### src/rtl/i_encoder_pkg.sv
// Shared decode package for the instruction encoder.
// Holds the format/state encodings, opcode constants, the legality check and the word packer.
package i_encoder_pkg;

  typedef enum logic [1:0] {
    FMT_I = 2'b00,
    FMT_J = 2'b01,
    FMT_R = 2'b10,
    FMT_X = 2'b11
  } fmt_e;

  typedef enum logic [1:0] {
    S_IDLE  = 2'b00,
    S_RUN   = 2'b01,
    S_DRAIN = 2'b10
  } state_e;

  localparam logic [5:0] OPC_SPECIAL = 6'b000000;
  localparam logic [5:0] OPC_COP0    = 6'b010000;
  // upper five bits of the 00001x jump opcodes
  localparam logic [4:0] OPC_JUMP    = 5'b00001;

  typedef struct packed {
    fmt_e        fmt;
    logic [5:0]  opc;
    logic [5:0]  fun;
    logic [4:0]  rs;
    logic [4:0]  rt;
    logic [4:0]  rd;
    logic [4:0]  sa;
    logic [15:0] imm;
    logic [25:0] iindex;
  } bundle_t;

  function automatic logic is_r_opc(logic [5:0] opc);
    return (opc == OPC_SPECIAL) || (opc == OPC_COP0);
  endfunction

  function automatic logic is_j_opc(logic [5:0] opc);
    return opc[5:1] == OPC_JUMP;
  endfunction

  function automatic logic is_illegal(bundle_t b);
    logic r;
    r = 1'b1;
    case (b.fmt)
      FMT_R:   r = !is_r_opc(b.opc);
      FMT_J:   r = !is_j_opc(b.opc);
      FMT_I:   r = is_r_opc(b.opc) || is_j_opc(b.opc);
      default: r = 1'b1;
    endcase
    return r;
  endfunction

  function automatic logic [31:0] encode(bundle_t b);
    logic [31:0] w;
    case (b.fmt)
      FMT_R:   w = {b.opc, b.rs, b.rt, b.rd, b.sa, b.fun};
      FMT_J:   w = {b.opc, b.iindex};
      default: w = {b.opc, b.rs, b.rt, b.imm};
    endcase
    return w;
  endfunction

endpackage

### src/rtl/enc_fifo2.sv
// Two-entry FIFO; head is presented combinationally on dout.
// Push when full and pop when empty are ignored.
module enc_fifo2 #(
  parameter int W = 8
) (
  input  logic         clk,
  input  logic         rst,
  input  logic         push,
  input  logic         pop,
  input  logic [W-1:0] din,
  output logic [W-1:0] dout,
  output logic [1:0]   count
);

  logic [W-1:0] mem [2];
  logic         wr_ptr;
  logic         rd_ptr;
  logic         do_push;
  logic         do_pop;

  assign do_pop  = pop && (count != 2'd0);
  assign do_push = push && (count != 2'd2);
  assign dout    = mem[rd_ptr];

  always_ff @(posedge clk or posedge rst) begin
    if (rst) begin
      count  <= 2'd0;
      wr_ptr <= 1'b0;
      rd_ptr <= 1'b0;
    end else begin
      count <= count + {1'b0, do_push} - {1'b0, do_pop};
      if (do_push) wr_ptr <= ~wr_ptr;
      if (do_pop)  rd_ptr <= ~rd_ptr;
    end
  end

  always_ff @(posedge clk) begin
    if (do_push) mem[wr_ptr] <= din;
  end

endmodule

### src/rtl/i_encoder.sv
// Encodes R/I/J field bundles into 32-bit words with target addresses.
// Illegal bundles are dropped and flagged; a 2-deep FIFO decouples the writer.
module i_encoder
  import i_encoder_pkg::*;
#(
  parameter int          ADDR_W    = 10,
  parameter int unsigned BASE_ADDR = 0
) (
  input  logic              clk,
  input  logic              rst,
  input  logic              start,
  input  logic              in_valid,
  output logic              in_ready,
  input  logic [1:0]        in_fmt,
  input  logic [5:0]        in_opc,
  input  logic [5:0]        in_fun,
  input  logic [4:0]        in_rs,
  input  logic [4:0]        in_rt,
  input  logic [4:0]        in_rd,
  input  logic [4:0]        in_sa,
  input  logic [15:0]       in_imm,
  input  logic [25:0]       in_iindex,
  input  logic              in_last,
  output logic              out_valid,
  input  logic              out_ready,
  output logic [31:0]       out_instr,
  output logic [ADDR_W-1:0] out_addr,
  output logic              busy,
  output logic              done,
  output logic              err_illegal
);

  localparam int DW = 32 + ADDR_W;
  localparam logic [ADDR_W-1:0] BASE = ADDR_W'(BASE_ADDR);

  state_e            state_q, state_d;
  logic [ADDR_W-1:0] addr_q;
  logic              done_d;
  bundle_t           b;
  logic              bad;
  logic              accept;
  logic              push;
  logic              pop;
  logic [1:0]        count;
  logic [DW-1:0]     head;

  assign b = '{
    fmt:    fmt_e'(in_fmt),
    opc:    in_opc,
    fun:    in_fun,
    rs:     in_rs,
    rt:     in_rt,
    rd:     in_rd,
    sa:     in_sa,
    imm:    in_imm,
    iindex: in_iindex
  };

  assign bad       = is_illegal(b);
  assign in_ready  = (state_q == S_RUN) && (count != 2'd2);
  assign accept    = in_valid && in_ready;
  assign push      = accept && !bad;
  assign out_valid = count != 2'd0;
  assign pop       = out_valid && out_ready;
  assign busy      = state_q != S_IDLE;
  assign out_instr = out_valid ? head[DW-1 -: 32] : 32'd0;
  assign out_addr  = out_valid ? head[ADDR_W-1:0] : BASE;

  enc_fifo2 #(.W(DW)) u_fifo (
    .clk   (clk),
    .rst   (rst),
    .push  (push),
    .pop   (pop),
    .din   ({encode(b), addr_q}),
    .dout  (head),
    .count (count)
  );

  always_comb begin
    state_d = state_q;
    done_d  = 1'b0;
    unique case (state_q)
      S_IDLE:  if (start) state_d = S_RUN;
      S_RUN:   if (accept && in_last) state_d = S_DRAIN;
      S_DRAIN: begin
        // the FIFO empties on this edge, or already is
        if (count == 2'd0 || (count == 2'd1 && pop)) begin
          state_d = S_IDLE;
          done_d  = 1'b1;
        end
      end
      default: state_d = S_IDLE;
    endcase
  end

  always_ff @(posedge clk or posedge rst) begin
    if (rst) begin
      state_q     <= S_IDLE;
      addr_q      <= BASE;
      done        <= 1'b0;
      err_illegal <= 1'b0;
    end else begin
      state_q <= state_d;
      done    <= done_d;
      if (state_q == S_IDLE && start) begin
        addr_q      <= BASE;
        err_illegal <= 1'b0;
      end
      if (push)         addr_q      <= addr_q + ADDR_W'(1);
      if (accept && bad) err_illegal <= 1'b1;
    end
  end

endmodule

### config.mk
export PLATFORM = sky130hd
export DESIGN_NAME = i_encoder
export DESIGN_NICKNAME = d
export VERILOG_FILES = /design/src/rtl/i_encoder_pkg.sv /design/src/rtl/enc_fifo2.sv /design/src/rtl/i_encoder.sv
export SDC_FILE = /design/constraint.sdc
export NUM_CORES = 1
export LEC_CHECK = 0
export CAP_MARGIN = 20
export CORE_ASPECT_RATIO = 1.75
export CORE_MARGIN = 3
export CORE_UTILIZATION = 50
export CTS_CLUSTER_DIAMETER = 100
export DETAILED_ROUTE_END_ITERATION = 8
export PLACE_DENSITY = 0.85
export SYNTH_ARGS = -nofsm -noshare
export SYNTH_HDL_FRONTEND = slang
export SYNTH_SLANG_ARGS = --single-unit
### constraint.sdc
create_clock -name clk -period 6.4 [get_ports clk]
set_input_delay 1.28 -clock clk [delete_from_list [all_inputs] [get_ports clk]]
set_output_delay 1.28 -clock clk [all_outputs]
set_load 0.005 [all_outputs]
==> flow_metrics.tcl <==
set metrics [dict create \
    nFillCells 602 \
    hold_class "reg -> reg" \
    leakage_nw 2.37 \
    start_util_pct 52.4 \
    cts.sinks 102 \
    maxSlewHeadroom_pct 26.8 \
    fin_crit_ns 3.89 \
    num_io_pins 129 \
    fp.dieH_um 133 \
    cp.required_ns 6.36 \
    worst_ep_arrival_time_ns 3.84 \
    combPwrFrac_pct 37.4 \
    nets 568 \
    final_common_cell "clkdlybuf4s50_1" \
    irDropWorstVdd_uv 339 \
    die_area_mm2 0.0105 \
    drive_gt1_share_pct 5.98 \
    path_cells "clkdlybuf4s50_1 -> inv_1 -> ha_1 -> o21ai_1 -> and3_1 -> and3_2" \
    cp.buffers_inverters 2 \
    critPathLaunchType "primary input" \
    clkTransAtPathRegs_ns 0.06 \
    synth.distinct_cells 42 \
    grt_max_degree 45 \
    route.detailed.drc 0 \
    cts_tree "done" \
    critPathMaxFanout 42 \
    cts_resized 0 \
    drv_slew 0 \
    status "completed" \
    numCtsBuffers 9 \
    syn-num-nets 448 \
    initialDrtViolationCount 285 \
    final_cells 602 \
    synthToLayoutAreaGrowth_pct 36.2 \
    wl_per_cell_um 18.1 \
    firstDrtPassIters 4 \
    cts_root_buf "clkbuf_16" \
    io_buffers 128 \
    postCtsHoldBufs 0 \
    async_flop_share_pct 17.6 \
    detail-route-antenna-nets 0 \
    endpoint_kind "flop" \
    synth_seq_cells 102 \
    netlist_area_mm2 0.00463 \
    insertion_delay_ns 0.34 \
    power_density_mw_per_mm2 361 \
    p_switching_mw 0.685 \
    cts.path.max_buffers 2 \
    worstSetupPathType "in -> reg" \
    synth_cells 360 \
    power_frac_seq_pct 39.5 \
    dr_total_vias 3359 \
    setup_violations 0 \
    postCtsSetupBuffers 0 \
    fin_crit_sh_pct 60.7 \
    gp_congestion 0.869 \
    worst_slew_pin_slew_ns 1.10 \
    skew_ns 0.00636 \
    setup_slack_ns 2.51 \
    setup_tns_ns 0 \
    grt_setup_unrepaired "false" \
    synth-edff-count 84 \
    gr-total-overflow 0 \
    cap_violations 0 \
    wl_mm 10.9 \
    grt_pass1_wl_mm 17.3 \
    seq_area_frac_synth_pct 64.2 \
    ys.flop_type "edfxtp_1" \
    place_inst 586 \
    path_delay_family "simple AND/OR/NAND/NOR gates" \
    core_area_mm2 0.00884 \
    place_ws_ns 2.14 \
    num_rows 45 \
    diodes 0 \
    final_cell_mix "clkdlybuf4s50_1, edfxtp_1, nor2_1" \
    hold_violations 0 \
    die_width_um 78.7 \
    ff_latch_area_mm2 0.00297 \
    fmax_ghz 0.257 \
    p_int_mw 1.59 \
    htreeDepth 3 \
    via_per_inst 5.58 \
    grt_antenna_before_repair 0 \
    dp_hpwl_mm 7.74 \
    cpMaxStageDelayCell "and3_2" \
    synth.avg_cell_area_um2 12.9 \
    cpPeakStageDelay_ns 0.91 \
    multi_input_area_mm2 0.00154 \
    p_sw_share_pct 30.1 \
    p_clk_share_pct 23.2 \
    yosysWarnings 0 \
    track_usage_pct 21.4 \
    grt_pass1_vias 3461 \
]
==> power groups by stage <==
| stage | clock network, mW | registers, mW | logic (mW) |
|---|---|---|---|
| 2_1_floorplan | 0 | 0.863 | 0.437 |
| 3_3_place_gp | 0 | 0.907 | 0.832 |
| 3_5_place_dp | 0 | 0.911 | 0.853 |
| 4_1_cts | 0.531 | 0.898 | 0.859 |
| 5_1_grt | 0.558 | 0.907 | 0.916 |
| 6_report | 0.527 | 0.898 | 0.849 |
==> layout make-up <==
cell class	instances	area share, %
inverters	10	0.595
repair buffers	130	20.9
clock inverters	7	1.01
clock buffers	9	3.57
flip-flops and latches	102	47.2
well taps	117	2.32
multi-input cells	227	24.4
==> worst reg2reg max path, delay by kind of cell, from the launching register on <==
| kind | cells | cell delay [ns] |
|---|---|---|
| simple gates | 2 | 1.30 |
| flops | 1 | 0.46 |
| compound gates | 1 | 0.33 |
==> cells by family after synthesis <==
family / Yosys count / synth area share, %
AO/OA/AOI/OAI: 63 / 10.1
XOR/XNOR: 6 / 1.14
adder cells (fa/ha/maj): 6 / 1.62
buffers and inverters: 31 / 2.81
flip-flops: 102 / 64.2
multiplexers: 44 / 9.54
AND/OR/NAND/NOR: 108 / 10.5
==> per-stage QoR <==
stage          hold WS (ns)  power, mW  instance area (um2)  util (%)
2_1_floorplan         0.460       1.30                 4630         -
3_3_place_gp          0.494       1.74                 5990      67.7
3_5_place_dp          0.495       1.76                 6020      68.1
4_1_cts               0.511       2.29                 6300      71.3
5_1_grt               0.537       2.38                 6300      71.3
6_report              0.515       2.27                 6300      71.3
==> Yosys cell counts, types with 2 or more instances <==
cell type,n,area [um2]
edfxtp_1,84,2520
nor2_1,66,248
mux2i_1,43,430
dfrtp_1,18,450
a21oi_1,17,85.1
a22oi_1,16,120
clkbuf_1,15,56.3
nand2_1,11,41.3
a22o_1,10,87.6
inv_1,9,33.8
nor3_1,8,40.0
a221o_1,6,60.1
ha_1,6,75.1
o21ai_0,5,25.0
and2_1,4,25.0
nand3_1,4,20.0
xnor2_1,4,35.0
and3_1,3,18.8
buf_1,2,7.51
buf_2,2,10.0
nand2b_1,2,12.5
nor2b_1,2,12.5
nor4b_1,2,17.5
o211ai_1,2,15.0
xor2_1,2,17.5
==> flip-flops by register name (all words and copies together) (netlist names) <==
| register | count |
|---|---|
| u_fifo.wr_ptr | 1 |
| u_fifo.rd_ptr | 1 |
| err_illegal | 1 |
| u_fifo.mem | 84 |
| state_q | 2 |
| u_fifo.count | 2 |
| done | 1 |
| addr_q | 10 |
==> routing by layer <==
layer	track usage [%]	part of all wire, %	vias to the layer above
li1	-	-	1574
met1	24.3	36	1643
met2	39.3	55	127
met3	3.65	6.1	15
met4	8.07	2.2	0
met5	0	0	-
==> final timing paths <==
check,slack [ns],startpoint,depth (start not counted),to
hold reg to reg,0.52,state_q[1],1,state_q[0]
setup reg to reg,3.92,u_fifo.count[1],3,u_fifo.mem[1][4]
hold / removal,0.52,state_q[1],1,state_q[0]
min in group asynchronous,1.35,rst,2,addr_q[9]
max in group asynchronous,4.56,rst,2,u_fifo.rd_ptr
setup / recovery,2.51,in_fmt[1],6,u_fifo.mem[1][4]
(Power assumes the default switching activity.)
